<file path="src/rtl/mips_ctrl_pkg.sv">
// mips_ctrl_pkg: shared state encoding, opcodes, ALUop codes, control word and opcode check for the multicycle MIPS controller
package mips_ctrl_pkg;
  localparam int STATE_W = 4;
  localparam int OP_W = 6;
  typedef enum logic [STATE_W-1:0] {
    FETCH  = 4'd0,
    DECODE = 4'd1,
    MEMADR = 4'd2,
    MEMRD  = 4'd3,
    MEMWB  = 4'd4,
    MEMWR  = 4'd5,
    EXEC   = 4'd6,
    ALUWB  = 4'd7,
    BRANCH = 4'd8,
    JUMP   = 4'd9,
    ADDIEX = 4'd10,
    ADDIWB = 4'd11
  } state_t;
  localparam logic [OP_W-1:0] OP_RTYPE = 6'h00;
  localparam logic [OP_W-1:0] OP_LW    = 6'h23;
  localparam logic [OP_W-1:0] OP_SW    = 6'h2B;
  localparam logic [OP_W-1:0] OP_BEQ   = 6'h04;
  localparam logic [OP_W-1:0] OP_ADDI  = 6'h08;
  localparam logic [OP_W-1:0] OP_J     = 6'h02;
  localparam logic [1:0] ALUOP_ADD   = 2'b00;
  localparam logic [1:0] ALUOP_SUB   = 2'b01;
  localparam logic [1:0] ALUOP_FUNCT = 2'b10;
  typedef struct packed {
    logic       pc_write;
    logic       pc_write_cond;
    logic       iord;
    logic       mem_rd;
    logic       mem_wr;
    logic       ir_wr;
    logic       mem_to_reg;
    logic       reg_dst;
    logic       reg_wr;
    logic       alu_src_a;
    logic [1:0] alu_src_b;
    logic [1:0] alu_op;
    logic [1:0] pc_src;
    logic       instr_done;
  } ctrl_t;
  function automatic logic op_valid(input logic [OP_W-1:0] op);
    return op inside {OP_RTYPE, OP_LW, OP_SW, OP_BEQ, OP_ADDI, OP_J};
  endfunction
endpackage

</file>
<file path="src/rtl/mips_ctrl_decode.sv">
// mips_ctrl_decode: combinational state -> control word (in: state_i; out: ctrl_o incl. pc_write/pc_write_cond)
module mips_ctrl_decode
  import mips_ctrl_pkg::*;
(
  input  state_t state_i,
  output ctrl_t  ctrl_o
);
  always_comb begin
    ctrl_o = '0;
    case (state_i)
      FETCH: begin
        ctrl_o.mem_rd    = 1'b1;
        ctrl_o.ir_wr     = 1'b1;
        ctrl_o.alu_src_b = 2'b01;
        ctrl_o.alu_op    = ALUOP_ADD;
        ctrl_o.pc_write  = 1'b1;
      end
      DECODE: begin
        ctrl_o.alu_src_b = 2'b11;
        ctrl_o.alu_op    = ALUOP_ADD;
      end
      MEMADR, ADDIEX: begin
        ctrl_o.alu_src_a = 1'b1;
        ctrl_o.alu_src_b = 2'b10;
        ctrl_o.alu_op    = ALUOP_ADD;
      end
      MEMRD: begin
        ctrl_o.mem_rd = 1'b1;
        ctrl_o.iord   = 1'b1;
      end
      MEMWR: begin
        ctrl_o.mem_wr     = 1'b1;
        ctrl_o.iord       = 1'b1;
        ctrl_o.instr_done = 1'b1;
      end
      MEMWB: begin
        ctrl_o.reg_wr     = 1'b1;
        ctrl_o.mem_to_reg = 1'b1;
        ctrl_o.instr_done = 1'b1;
      end
      EXEC: begin
        ctrl_o.alu_src_a = 1'b1;
        ctrl_o.alu_op    = ALUOP_FUNCT;
      end
      ALUWB: begin
        ctrl_o.reg_wr     = 1'b1;
        ctrl_o.reg_dst    = 1'b1;
        ctrl_o.instr_done = 1'b1;
      end
      ADDIWB: begin
        ctrl_o.reg_wr     = 1'b1;
        ctrl_o.instr_done = 1'b1;
      end
      BRANCH: begin
        ctrl_o.alu_src_a     = 1'b1;
        ctrl_o.alu_op        = ALUOP_SUB;
        ctrl_o.pc_src        = 2'b01;
        ctrl_o.pc_write_cond = 1'b1;
        ctrl_o.instr_done    = 1'b1;
      end
      JUMP: begin
        ctrl_o.pc_src     = 2'b10;
        ctrl_o.pc_write   = 1'b1;
        ctrl_o.instr_done = 1'b1;
      end
      default: ctrl_o = '0;
    endcase
  end
endmodule

</file>
<file path="src/rtl/mips_multicycle_ctrl.sv">
// mips_multicycle_ctrl: multicycle MIPS Moore control FSM (in: clk, rst, opcode, zero; out: datapath enables/selects, ALUop, instrDone, sticky illegal, debug state)
module mips_multicycle_ctrl
  import mips_ctrl_pkg::*;
#(
  parameter int OPW = 6,
  parameter int SW  = 4
) (
  input  logic           clk,
  input  logic           rst,
  input  logic [OPW-1:0] opcode,
  input  logic           zero,
  output logic           pcEn,
  output logic           IorD,
  output logic           memRd,
  output logic           memWr,
  output logic           irWr,
  output logic           memToReg,
  output logic           regDst,
  output logic           regWr,
  output logic           ALUsrcA,
  output logic [1:0]     ALUsrcB,
  output logic [1:0]     ALUop,
  output logic [1:0]     PCsrc,
  output logic           instrDone,
  output logic           illegal,
  output logic [SW-1:0]  state
);
  state_t state_q, state_d;
  logic   illegal_q;
  logic   op_ok;
  ctrl_t  ctrl;
  assign op_ok = op_valid(OP_W'(opcode));
  always_comb begin
    state_d = FETCH;
    case (state_q)
      FETCH:  state_d = DECODE;
      DECODE: state_d = (opcode == OP_LW || opcode == OP_SW) ? MEMADR :
                        opcode == OP_RTYPE ? EXEC :
                        opcode == OP_BEQ   ? BRANCH :
                        opcode == OP_J     ? JUMP :
                        opcode == OP_ADDI  ? ADDIEX : FETCH;
      MEMADR: state_d = opcode == OP_SW ? MEMWR : MEMRD;
      MEMRD:  state_d = MEMWB;
      EXEC:   state_d = ALUWB;
      ADDIEX: state_d = ADDIWB;
      default: state_d = FETCH;
    endcase
  end
  always_ff @(posedge clk) begin
    if (rst) begin
      state_q   <= FETCH;
      illegal_q <= 1'b0;
    end else begin
      state_q <= state_d;
      if (state_q == DECODE && !op_ok) illegal_q <= 1'b1;
    end
  end
  // during reset the datapath sees FETCH selects with every write enable held off
  mips_ctrl_decode u_decode (
    .state_i(rst ? FETCH : state_q),
    .ctrl_o (ctrl)
  );
  assign pcEn      = !rst && (ctrl.pc_write || (ctrl.pc_write_cond && zero));
  assign irWr      = !rst && ctrl.ir_wr;
  assign regWr     = !rst && ctrl.reg_wr;
  assign memWr     = !rst && ctrl.mem_wr;
  // an unsupported opcode ends its instruction in DECODE
  assign instrDone = !rst && (ctrl.instr_done || (state_q == DECODE && !op_ok));
  assign IorD      = ctrl.iord;
  assign memRd     = ctrl.mem_rd;
  assign memToReg  = ctrl.mem_to_reg;
  assign regDst    = ctrl.reg_dst;
  assign ALUsrcA   = ctrl.alu_src_a;
  assign ALUsrcB   = ctrl.alu_src_b;
  assign ALUop     = ctrl.alu_op;
  assign PCsrc     = ctrl.pc_src;
  assign illegal   = illegal_q;
  assign state     = SW'(state_q);
endmodule
</file>
<file path="config.mk">
export PLATFORM = sky130hd
export DESIGN_NAME = mips_multicycle_ctrl
export DESIGN_NICKNAME = d
export VERILOG_FILES = /design/src/rtl/mips_ctrl_pkg.sv /design/src/rtl/mips_ctrl_decode.sv /design/src/rtl/mips_multicycle_ctrl.sv
export SDC_FILE = /design/constraint.sdc
export NUM_CORES = 1
export LEC_CHECK = 0
export BUFFER_PORTS_ARGS = -buffer_cell sky130_fd_sc_hd__buf_2
export CAP_MARGIN = 10
export CORE_UTILIZATION = 40
export DETAILED_ROUTE_END_ITERATION = 8
export PLACE_DENSITY = 0.72
export REMOVE_ABC_BUFFERS = 1
export SLEW_MARGIN = 20
export SYNTH_ARGS = -nofsm -noshare
export SYNTH_HDL_FRONTEND = slang
export SYNTH_SLANG_ARGS = --single-unit
</file>
<file path="constraint.sdc">
create_clock -name clk -period 3.15 [get_ports clk]
set_input_delay 0.63 -clock clk [delete_from_list [all_inputs] [get_ports clk]]
set_output_delay 0.63 -clock clk [all_outputs]
set_load 0.01 [all_outputs]
</file>
==> summary.md, run 1 <==
| Metric | Value |
|---|---|
| PwrDens | 284 nW/um^2 |
| Post-CTS Resized | 0 |
| Setup violators final | 0 |
| Crit path DAT | 1.66 ns |
| CP Capture Type | primary output |
| Syn_area_per_cell | 6.97 um^2 |
| Diodes inserted | 0 |
| Sw Share | 0.322 |
| Area growth from synthesis to layout | 26.7% |
| H-Tree Depth | 1 |
| Comb pwr share | 0.259 |
| Vias per std cell | 5.48 |
| Largest net degree at the start of global routing | 21 |
| Worst setup path end | instrDone |
| # IOs | 30 |
| Leak | 0.326 nW |
| Vias in the first global route | 464 |
| Fmax | 0.436 GHz |
| Initial Utilization | 0.434 |
| DR DRC count | 0 |
| Max Root-Sink Buffers | 2 |
| Async set or reset register ratio after synthesis | 0 |
| Switching power | 66.2 uW |
| Clock buffer count from CTS | 3 |
| Post-synth EDFFs | 0 |
| Worst Reg2Reg Path Length in Cells | 3 |
| Routed wire per std cell | 11.7 um |
| CP Launch Point | state[0] |
| Status | finished clean |
| Clock sinks | 5 |
| Crit path max fanout | 18 |
| RD Place Congestion | 0.848 |
| Synth Cell Area | 572 um^2 |
| Worst Path Class, Setup | reg -> out |
| Final WL | 1.43 mm |
| PortBufs | 29 |
| Post-CTS setup buffers | 0 |
| Reg2reg end | state[3] |
| Skew final | 0.00349 ns |
| Final cell utilization of the core | 0.550 |
| Cell Int Power | 140 uW |
| FP Rows | 13 |
| Drt initial violations | 15 |
| Drt first pass iters | 4 |
| Startpoint types | flip-flop |
| Hold Violations, Final | 0 |
| GRT Residual Overflow | 0 |
| First-pass GRT wire length | 2.02 mm |
| Post-synthesis cell count | 82 |
| Worst Path Required | 2.52 ns |
| Die W | 39.8 um |
| R2R Setup Slk | 1.34 ns |
| FILL cells | 128 |
| Yosys reg bits | 5 |
| Worst-Margin Slew | 0.626 ns |
| Fraction of layout cells with a size suffix above 1 | 0.346 |
| Slew Limit Fails | 0 |
| Worst Hold Class | reg -> reg |
| Total GRT Usage | 0.192 |
| Initial antenna violation count | 0 |
| RR Startpoint | state[0] |
| Setup TNS | 0 ns |
| Final ANT Viol Nets | 0 |
| RSZ-0062 raised after global routing | false |
| Register area share after synthesis | 0.175 |
| Clock latency on the worst-skew pair | 0.25 ns |
| Die area | 1580 um^2 |
| Sequential Power Share | 0.357 |
| Core area | 1320 um^2 |
| Max incr delay on CP | 0.66 ns |
| Vias post-DR | 669 |
| Hold wc startpoint | illegal |
| CP max stage cell | dfxtp_1 |
| Minimum clock period | 2.29 ns |
| Clk root buf | clkbuf_4 |
| CTS tree | yes |
| Clk network pwr share | 0.384 |
| Crit-path cells | o21ai_0 -> a211o_1 -> a21oi_1 -> buf_2 |
| Tcrit/Tclk final | 0.729 |
| Warnings from Yosys | 0 |
| Clock-pin slew on the worst setup and hold paths | 0.05 ns |
| Die height | 39.8 um |
| Rel. slew slack | 0.582 |
| Peak supply drop | 0.129 mV |
| Max-cap violations | 0 |
| Main synth FF type | dfxtp_1 |
| Layout Nets | 117 |
| Hold buffer count at CTS | 0 |
| Post-DP HPWL | 1.02 mm |
| Library cells used by synthesis | 38 |
per-layer routing:
layer	GRT usage	wire length [um]	up-vias
met4	0.129	31	0
met2	0.279	583	33
met1	0.262	738	282
met3	0.0170	79	4
li1	-	-	350
met5	0	0	-
cell type report:
type / instances / area (um^2) / area share
flip-flops and latches: 5 / 100 / 0.138
repair buffers: 29 / 145 / 0.200
multi-input cells: 69 / 434 / 0.599
well taps: 15 / 18.8 / 0.0259
clock buffers: 4 / 26.3 / 0.0363
critical path, delay by kind of cell, from the launching register on:
family	cells	cell delay, ns
buffers and inverters	1	0.14
DFF	1	0.66
AOI/OAI and AO/OA	3	0.61
per-stage QoR:
stage	power, mW	setup slack, ns	std cells	cell area, um^2	hold slack, ns
floorplan	0.104	1.17	74	534	0.538
global placement	0.127	1.00	118	698	0.517
detailed placement	0.128	1.00	118	698	0.519
CTS	0.206	0.820	122	724	0.525
global route	0.219	0.724	122	724	0.607
finish	0.206	0.855	122	724	0.526
how the worst min path moves through the flow:
stage               endpoint  slack, ns  cells after the start
finish               illegal       0.53                      2
global route         illegal       0.61                      2
CTS                  illegal       0.53                      2
detailed placement   illegal       0.52                      2
global placement     illegal       0.52                      2
floorplan            illegal       0.54                      2
kinds of logic after synthesis:
group,count (synthesis),share of synthesized area
AOI/OAI and AO/OA,22,0.284
and+or+nand+nor,42,0.396
adders and majority gates,1,0.0175
xor gates and xnor gates,4,0.0613
DFF,5,0.175
buffers and inverters,8,0.0656
cells in the mapped netlist, drive strengths merged (2+ instances only):
| library cell | number | share of area |
|---|---|---|
| nor2 | 12 | 0.079 |
| nor3 | 9 | 0.079 |
| dfxtp | 5 | 0.18 |
| o21ai | 5 | 0.044 |
| buf | 4 | 0.039 |
| clkbuf | 4 | 0.026 |
| nand2 | 4 | 0.026 |
| nand2b | 3 | 0.033 |
| a21oi | 2 | 0.018 |
| a32o | 2 | 0.035 |
| nor4 | 2 | 0.022 |
| o21bai | 2 | 0.026 |
| o22ai | 2 | 0.033 |
| or2 | 2 | 0.022 |
| or4b | 2 | 0.035 |
| xnor2 | 2 | 0.031 |
| xor2 | 2 | 0.031 |
power by group through the flow:
stage | Sequential (mW) | Clock [mW] | Combinational (mW)
4_1_cts | 0.0736 | 0.0787 | 0.0535
3_3_place_gp | 0.0745 | 0 | 0.0525
6_report | 0.0734 | 0.0791 | 0.0533
5_1_grt | 0.0745 | 0.0850 | 0.0600
2_1_floorplan | 0.0742 | 0 | 0.0297
3_5_place_dp | 0.0748 | 0 | 0.0534
placed cells by master, fill, tap and decap left out, types with 2 or more instances in the layout:
cell       n
a21oi_1    2
a32o_1     2
buf_2     29
clkbuf_4   3
dfxtp_1    5
nand2_1    4
nand2b_1   3
nor2_1    12
nor3_1     9
nor4_1     2
o21ai_0    4
o21bai_1   2
or2_2      2
or4b_1     2
xnor2_1    2
xor2_1     2
state kept, by name, indices dropped and copies added (netlist names):
signal,count
state,4
illegal,1
(Power assumes the default switching activity.)
==> inputs of run 2 (changes only) <==
clock period = 2.2 ns   (was 3.15 ns; I/O delays follow)
==> summary.md, run 2 (synthesis gave the netlist of run 1 again) <==
| Metric | Value |
|---|---|
| Status | finished clean |
| H-Tree Depth | 1 (unchanged) |
| Largest net degree at the start of global routing | 18 (-14%) |
| Die height | 39.8 um (unchanged) |
| PortBufs | 29 (unchanged) |
| Hold Violations, Final | 0 (unchanged) |
| FP Rows | 13 (unchanged) |
| Max FFs per register | 4 (unchanged) |
| Clock sinks | 5 (unchanged) |
| Tot Pwr | 291 uW (+41%) |
| Setup TNS | 0 ns (unchanged) |
| Comb pwr share | 0.286 (+0.027) |
| R2R Setup Slk | 0.54 ns (-0.80 ns) |
| Crit path DAT | 1.60 ns (-0.06 ns) |
| First-pass GRT wire length | 2.13 mm (+5.5%) |
| Cell Int Power | 202 uW (+45%) |
| Sw Share | 0.307 (-0.0149) |
| RD Place Congestion | 0.831 (-2.1%) |
| Design Area, Final | 741 um^2 (+2.2%) |
| Area growth from synthesis to layout | 29.5% |
| Peak supply drop | 0.412 mV (+220%) |
| Skew final | 0.00369 ns (+0.000199 ns) |
| Layout Nets | 119 (+1.7%) |
| Post-Layout Cell Count | 124 (+1.6%) |
| WHS Endpoint | state[0] |
| Worst Hold Class | in -> reg |
| Worst Reg2Reg Path Length in Cells | 3 (unchanged) |
| DP Area | 713 um^2 (+2.2%) |
| Sequential Power Share | 0.349 (-0.008) |
| Initial Utilization | 0.434 (unchanged) |
| RSZ-0062 raised after global routing | false |
| Post-DP HPWL | 1.08 mm (+6.8%) |
| Max Root-Sink Buffers | 2 (unchanged) |
| Fraction of layout cells with a size suffix above 1 | 0.367 (+0.0212) |
| Clk network pwr share | 0.365 (-0.019) |
| DR DRC count | 0 (unchanged) |
| Placed cell count | 120 (+1.7%) |
| Switching power | 89.3 uW (+35%) |
| Initial antenna violation count | 0 (unchanged) |
| Core area | 1320 um^2 (unchanged) |
| # IOs | 30 (unchanged) |
| Max-cap violations | 0 (unchanged) |
| Minimum clock period | 2.04 ns |
| Routed wire per std cell | 11.8 um (+0.31%) |
| Clock buffer count from CTS | 3 (unchanged) |
| Commonest non-fill, non-tap cell in the layout | buf_2 |
| Startpoint types | flip-flop |
| Setup violators final | 0 (unchanged) |
| Final WL | 1.46 mm (+2.0%) |
| Most frequent cells in the layout | 29 x buf_2, 12 x nor2_1, 9 x nor3_1 |
| Final ANT Viol Nets | 0 (unchanged) |
| Die area | 1580 um^2 (unchanged) |
| Worst Path Class, Setup | reg -> out |
| Vias post-DR | 695 (+3.9%) |
| Vias per std cell | 5.60 (+2.2%) |
| Post-CTS setup buffers | 0 (unchanged) |
| Leak | 0.337 nW (+3.4%) |
| Vias in the first global route | 501 (+8.0%) |
| Clock latency on the worst-skew pair | 0.24 ns (about the same) |
| CP Capture Type | primary output |
| Min-Delay Path Depth | 2 (unchanged) |
| GRT Residual Overflow | 0 (unchanged) |
| Total GRT Usage | 0.203 (+0.0105) |
| Hold wc startpoint | rst |
| Drt first pass iters | 4 (unchanged) |
| CTS tree | yes |
| Worst-Margin Slew | 0.503 ns (-0.123 ns) |
| Clk root buf | clkbuf_4 |
| Crit path max fanout | 17 (-1) |
| Diodes inserted | 0 (unchanged) |
| Reg2reg end | state[3] |
| PwrDens | 393 nW/um^2 (+38%) |
| Tcrit/Tclk final | 0.927 |
| Slew Limit Fails | 0 (unchanged) |
| Fmax | 0.491 GHz |
| Hold buffer count at CTS | 0 (unchanged) |
| RR Startpoint | state[0] |
| Clock-pin slew on the worst setup and hold paths | 0.04 ns (about the same) |
| Die W | 39.8 um (unchanged) |
| Worst Path Required | 1.76 ns (-0.76 ns) |
| Drt initial violations | 18 (+3) |
| Rel. slew slack | 0.664 (+0.0821) |
| Post-CTS Resized | 0 (unchanged) |
## run 2: changes by cell type in the layout (fill, tap and decap cells not counted)
cell,change
buf_4,+2
dfxtp_2,+1
dfxtp_1,-1
## run 2: area by class of cell
class	count	area, um^2
Tap cell	15	18.8
Multi-Input combinational cell	69	434
Timing Repair Buffer	31	160
Fill cell	140	577
Clock buffer	4	26.3
Sequential cell	5	101
## run 2: routing by layer
| metal | vias to the layer above | wire [um] | global-route usage |
|---|---|---|---|
| met5 | - | 0 | 0 |
| met3 | 4 | 114 | 0.0852 |
| met2 | 34 | 635 | 0.291 |
| met4 | 0 | 13 | 0.0776 |
| met1 | 305 | 696 | 0.263 |
| li1 | 352 | - | - |
## run 2: how the worst max path moves through the flow
stage	from	endpoint	slack, ns	depth (start not counted)
after floorplan	state[0]	state[3]	0.47	3
after global placement	opcode[2]	instrDone	0.43	5
after detailed placement	state[2]	instrDone	0.40	4
after CTS	state[2]	instrDone	0.13	4
after global routing	state[3]	instrDone	0.01	4
final	state[3]	instrDone	0.16	4
## run 2: through the flow
stage / utilization / hold slack, ns / setup slack (ns)
2_1_floorplan: - / 0.509 / 0.473
3_3_place_gp: 0.541 / 0.520 / 0.430
3_5_place_dp: 0.541 / 0.539 / 0.398
4_1_cts: 0.561 / 0.545 / 0.130
5_1_grt: 0.562 / 0.552 / 0.0100
6_report: 0.562 / 0.550 / 0.161
## run 2: critical path, cell delays in order (launching register included)
cell and delay [ns]:
dfxtp_1 0.63, o21ai_0 0.14, a211o_1 0.30, a21oi_1 0.13, buf_2 0.15
## run 2: power groups by stage
stage	Sequential, mW	Clock (mW)	Combinational [mW]
6_report	0.102	0.106	0.0833
5_1_grt	0.102	0.117	0.0923
4_1_cts	0.101	0.107	0.0832
3_5_place_dp	0.103	0	0.0829
3_3_place_gp	0.103	0	0.0813
2_1_floorplan	0.106	0	0.0425
==> inputs of run 3 (changes only) <==
PLACE_DENSITY = 0.71   (was 0.72)
SYNTH_HIERARCHICAL = 1   (was unset)
==> summary.md, run 3 <==
| Metric | Value |
|---|---|
| Vias in the first global route | 652 (+30%) |
| CP Capture Type | primary output |
| Hold buffer count at CTS | 0 (unchanged) |
| Layout Nets | 128 (+7.6%) |
| Max Root-Sink Buffers | 2 (unchanged) |
| Commonest non-fill, non-tap cell in the layout | buf_2 |
| Die height | 41.5 um (+4.3%) |
| Fraction of layout cells with a size suffix above 1 | 0.415 (+0.0483) |
| Leak | 0.388 nW (+15%) |
| Max incr delay on CP | 0.39 ns (-0.24 ns) |
| Status | finished clean |
| Synth Area in Simple Gates | 0.453 (+0.0568) |
| Register area share after synthesis | 0.160 (-0.0147) |
| Minimum clock period | 2.03 ns (-0.00747 ns) |
| Max-cap violations | 0 (unchanged) |
| Post-synthesis mux area share | 0 (unchanged) |
| Skew final | 0.000906 ns (-0.00279 ns) |
| First-pass GRT wire length | 2.59 mm (+22%) |
| PortBufs | 29 (unchanged) |
| Area growth from synthesis to layout | 35.3% |
| Async set or reset register ratio after synthesis | 0 (unchanged) |
| Post-DP HPWL | 1.21 mm (+12%) |
| FILL cells | 146 (+4.3%) |
| Clock-pin slew on the worst setup and hold paths | 0.04 ns (about the same) |
| Clock latency on the worst-skew pair | 0.24 ns (about the same) |
| Warnings from Yosys | 6 (+6) |
| Synth Area in Compound Gates | 0.255 (-0.0300) |
| FP Rows | 13 (unchanged) |
| DR DRC count | 0 (unchanged) |
| Main synth FF type | dfxtp_1 |
| Post-CTS setup buffers | 0 (unchanged) |
| Fmax | 0.492 GHz (+0.37%) |
| Diodes inserted | 0 (unchanged) |
| Post-Synth XOR/XNOR Area | 0.0561 (-0.00516) |
| Drt initial violations | 22 (+4) |
| Worst Hold Class | reg -> reg |
| Die area | 1720 um^2 (+8.7%) |
| Post-CTS Resized | 0 (unchanged) |
| Min-Delay Path Depth | 2 (unchanged) |
| Most frequent cells in the layout | 29 x buf_2, 9 x buf_4, 8 x nor3_1 |
| Slew Limit Fails | 0 (unchanged) |
| Final ANT Viol Nets | 0 (unchanged) |
| Yosys reg bits | 5 (unchanged) |
| Worst Path Class, Setup | reg -> out |
| Synth Cell Area | 624 um^2 (+9.2%) |
| Worst-Margin Slew | 0.321 ns (-0.181 ns) |
| Worst Reg2Reg Path Length in Cells | 4 (+1) |
| Routed wire per std cell | 11.8 um (+0.19%) |
| Post-synth top area share | 0.160 (-0.0147) |
| Hold Violations, Final | 0 (unchanged) |
| Clk root buf | clkbuf_4 |
| Setup violators final | 0 (unchanged) |
| Final WL | 1.57 mm (+7.5%) |
| CTS tree | yes |
| Rel. slew slack | 0.784 (+0.120) |
| Tot Pwr | 287 uW (-1.5%) |
| Clock sinks | 5 (unchanged) |
| RD Place Congestion | 0.795 (-4.2%) |
| Peak supply drop | 0.227 mV (-45%) |
| Reg2reg end | state[1] |
| Hold wc startpoint | illegal |
| Core area | 1380 um^2 (+4.9%) |
| WHS Endpoint | illegal |
| Crit path DAT | 1.59 ns (about the same) |
| Area contributors post-synth | dfxtp_1 16%, nor3_1 7.2%, nor2b_1 7.0% |
| Drt first pass iters | 4 (unchanged) |
| Largest net degree at the start of global routing | 13 (-5) |
| Setup TNS | 0 ns (unchanged) |
| Cell mode on critical path | nand2b_1 |
| Tcrit/Tclk final | 0.923 (-0.00340) |
| Syn_area_per_cell | 7.52 um^2 (+7.9%) |
| Max FFs per register | 4 (unchanged) |
| Startpoint types | flip-flop |
| H-Tree Depth | 1 (unchanged) |
| Total GRT Usage | 0.186 (-0.0167) |
| Most frequent cells after synthesis | 9 x nor3_1, 7 x nor2b_1, 6 x nand2b_1, 6 x nor2_1, 5 x dfxtp_1 |
| Vias post-DR | 740 (+6.5%) |
| Main combinational cell family by area after synthesis | simple AND/OR/NAND/NOR gates |
| Die W | 41.5 um (+4.3%) |
| # IOs | 30 (unchanged) |
| Count leader, synth | nor3_1 |
| Worst Path Required | 1.76 ns (about the same) |
| Post-synth top area cell | dfxtp_1 |
| Library cells used by synthesis | 39 (+2.6%) |
| Vias per std cell | 5.56 (-0.73%) |
| Clock buffer count from CTS | 3 (unchanged) |
| RR Startpoint | state[1] |
| Initial antenna violation count | 0 (unchanged) |
| Crit path max fanout | 8 (-9) |
| GRT Residual Overflow | 0 (unchanged) |
| RSZ-0062 raised after global routing | false |
| R2R Setup Slk | 0.65 ns (+0.11 ns) |
| CP max stage cell | dfxtp_2 |
| Post-synth EDFFs | 0 (unchanged) |
| Crit-path cells | nor2b_1 -> nand2b_1 -> a21boi_0 -> nand2b_1 -> o41ai_1 -> buf_2 |
| Post-synthesis cell count | 83 (+1.2%) |
| PwrDens | 339 nW/um^2 (-14%) |
| Adder-Cell Fraction of Synth Area | 0 (-0.0175) |
| Initial Utilization | 0.452 (+0.0176) |
-- run 3: changes by cell type after synthesis, moves of 3 or more --
cell,before,now
clkbuf_1,4,1
nand2b_1,3,6
nor2_1,12,6
nor3b_1,1,4
nor2b_1,1,7
o21ai_0,4,1
-- run 3: worst max-delay path, delay by kind of cell, from the launching register on --
family                 cells  cell delay, ns
flip-flops                 1            0.39
buffers and inverters      1            0.18
AND/OR/NAND/NOR            3            0.52
AO/OA/AOI/OAI              2            0.26
-- run 3: worst max-delay path by stage --
| stage | from | endpoint | slack [ns] | cells past startpoint |
|---|---|---|---|---|
| final | state[3] | instrDone | 0.17 | 6 |
| after global routing | state[3] | instrDone | 0.02 | 6 |
| after CTS | state[3] | pcEn | 0.02 | 6 |
| after detailed placement | rst | pcEn | 0.18 | 7 |
| after global placement | rst | regWr | 0.20 | 7 |
| after floorplan | state[3] | pcEn | -0.16 | 5 |
-- run 3: power by group --
group          switching (mW)  internal, mW
Combinational          0.0440        0.0390
Sequential            0.00268        0.0952
Clock                  0.0372        0.0685
-- run 3: final cells by class --
type | count | area (um^2) | area share
clock buffers | 4 | 26.3 | 0.0311
well taps | 15 | 18.8 | 0.0222
repair buffers | 38 | 213 | 0.252
flip-flops and latches | 5 | 103 | 0.121
multi-input cells | 71 | 484 | 0.573
-- run 3: logic make-up (layout without fill, tap and decap cells) --
kind of cell / count (synthesis) / in the layout
AND/OR/NAND/NOR: 47 / 47
AO/OA/AOI/OAI: 20 / 20
buffers and inverters: 7 / 42
flip-flops: 5 / 5
XOR/XNOR: 4 / 4
-- run 3: metrics by stage --
| stage | area [um^2] | setup slack, ns | util | instances | hold slack [ns] |
|---|---|---|---|---|---|
| 2_1_floorplan | 577 | -0.163 | - | 76 | 0.488 |
| 3_3_place_gp | 808 | 0.196 | 0.585 | 129 | 0.435 |
| 3_5_place_dp | 808 | 0.178 | 0.585 | 129 | 0.453 |
| 4_1_cts | 835 | 0.0242 | 0.604 | 133 | 0.468 |
| 5_1_grt | 845 | 0.0224 | 0.611 | 133 | 0.492 |
| 6_report | 845 | 0.169 | 0.611 | 133 | 0.465 |
-- run 3: per-layer routing --
layer,track usage,routed length (um),vias up
met2,0.334,764,29
met3,0.0130,79,4
met1,0.218,694,331
met5,0,0,-
met4,0.0968,31,0
li1,-,-,376
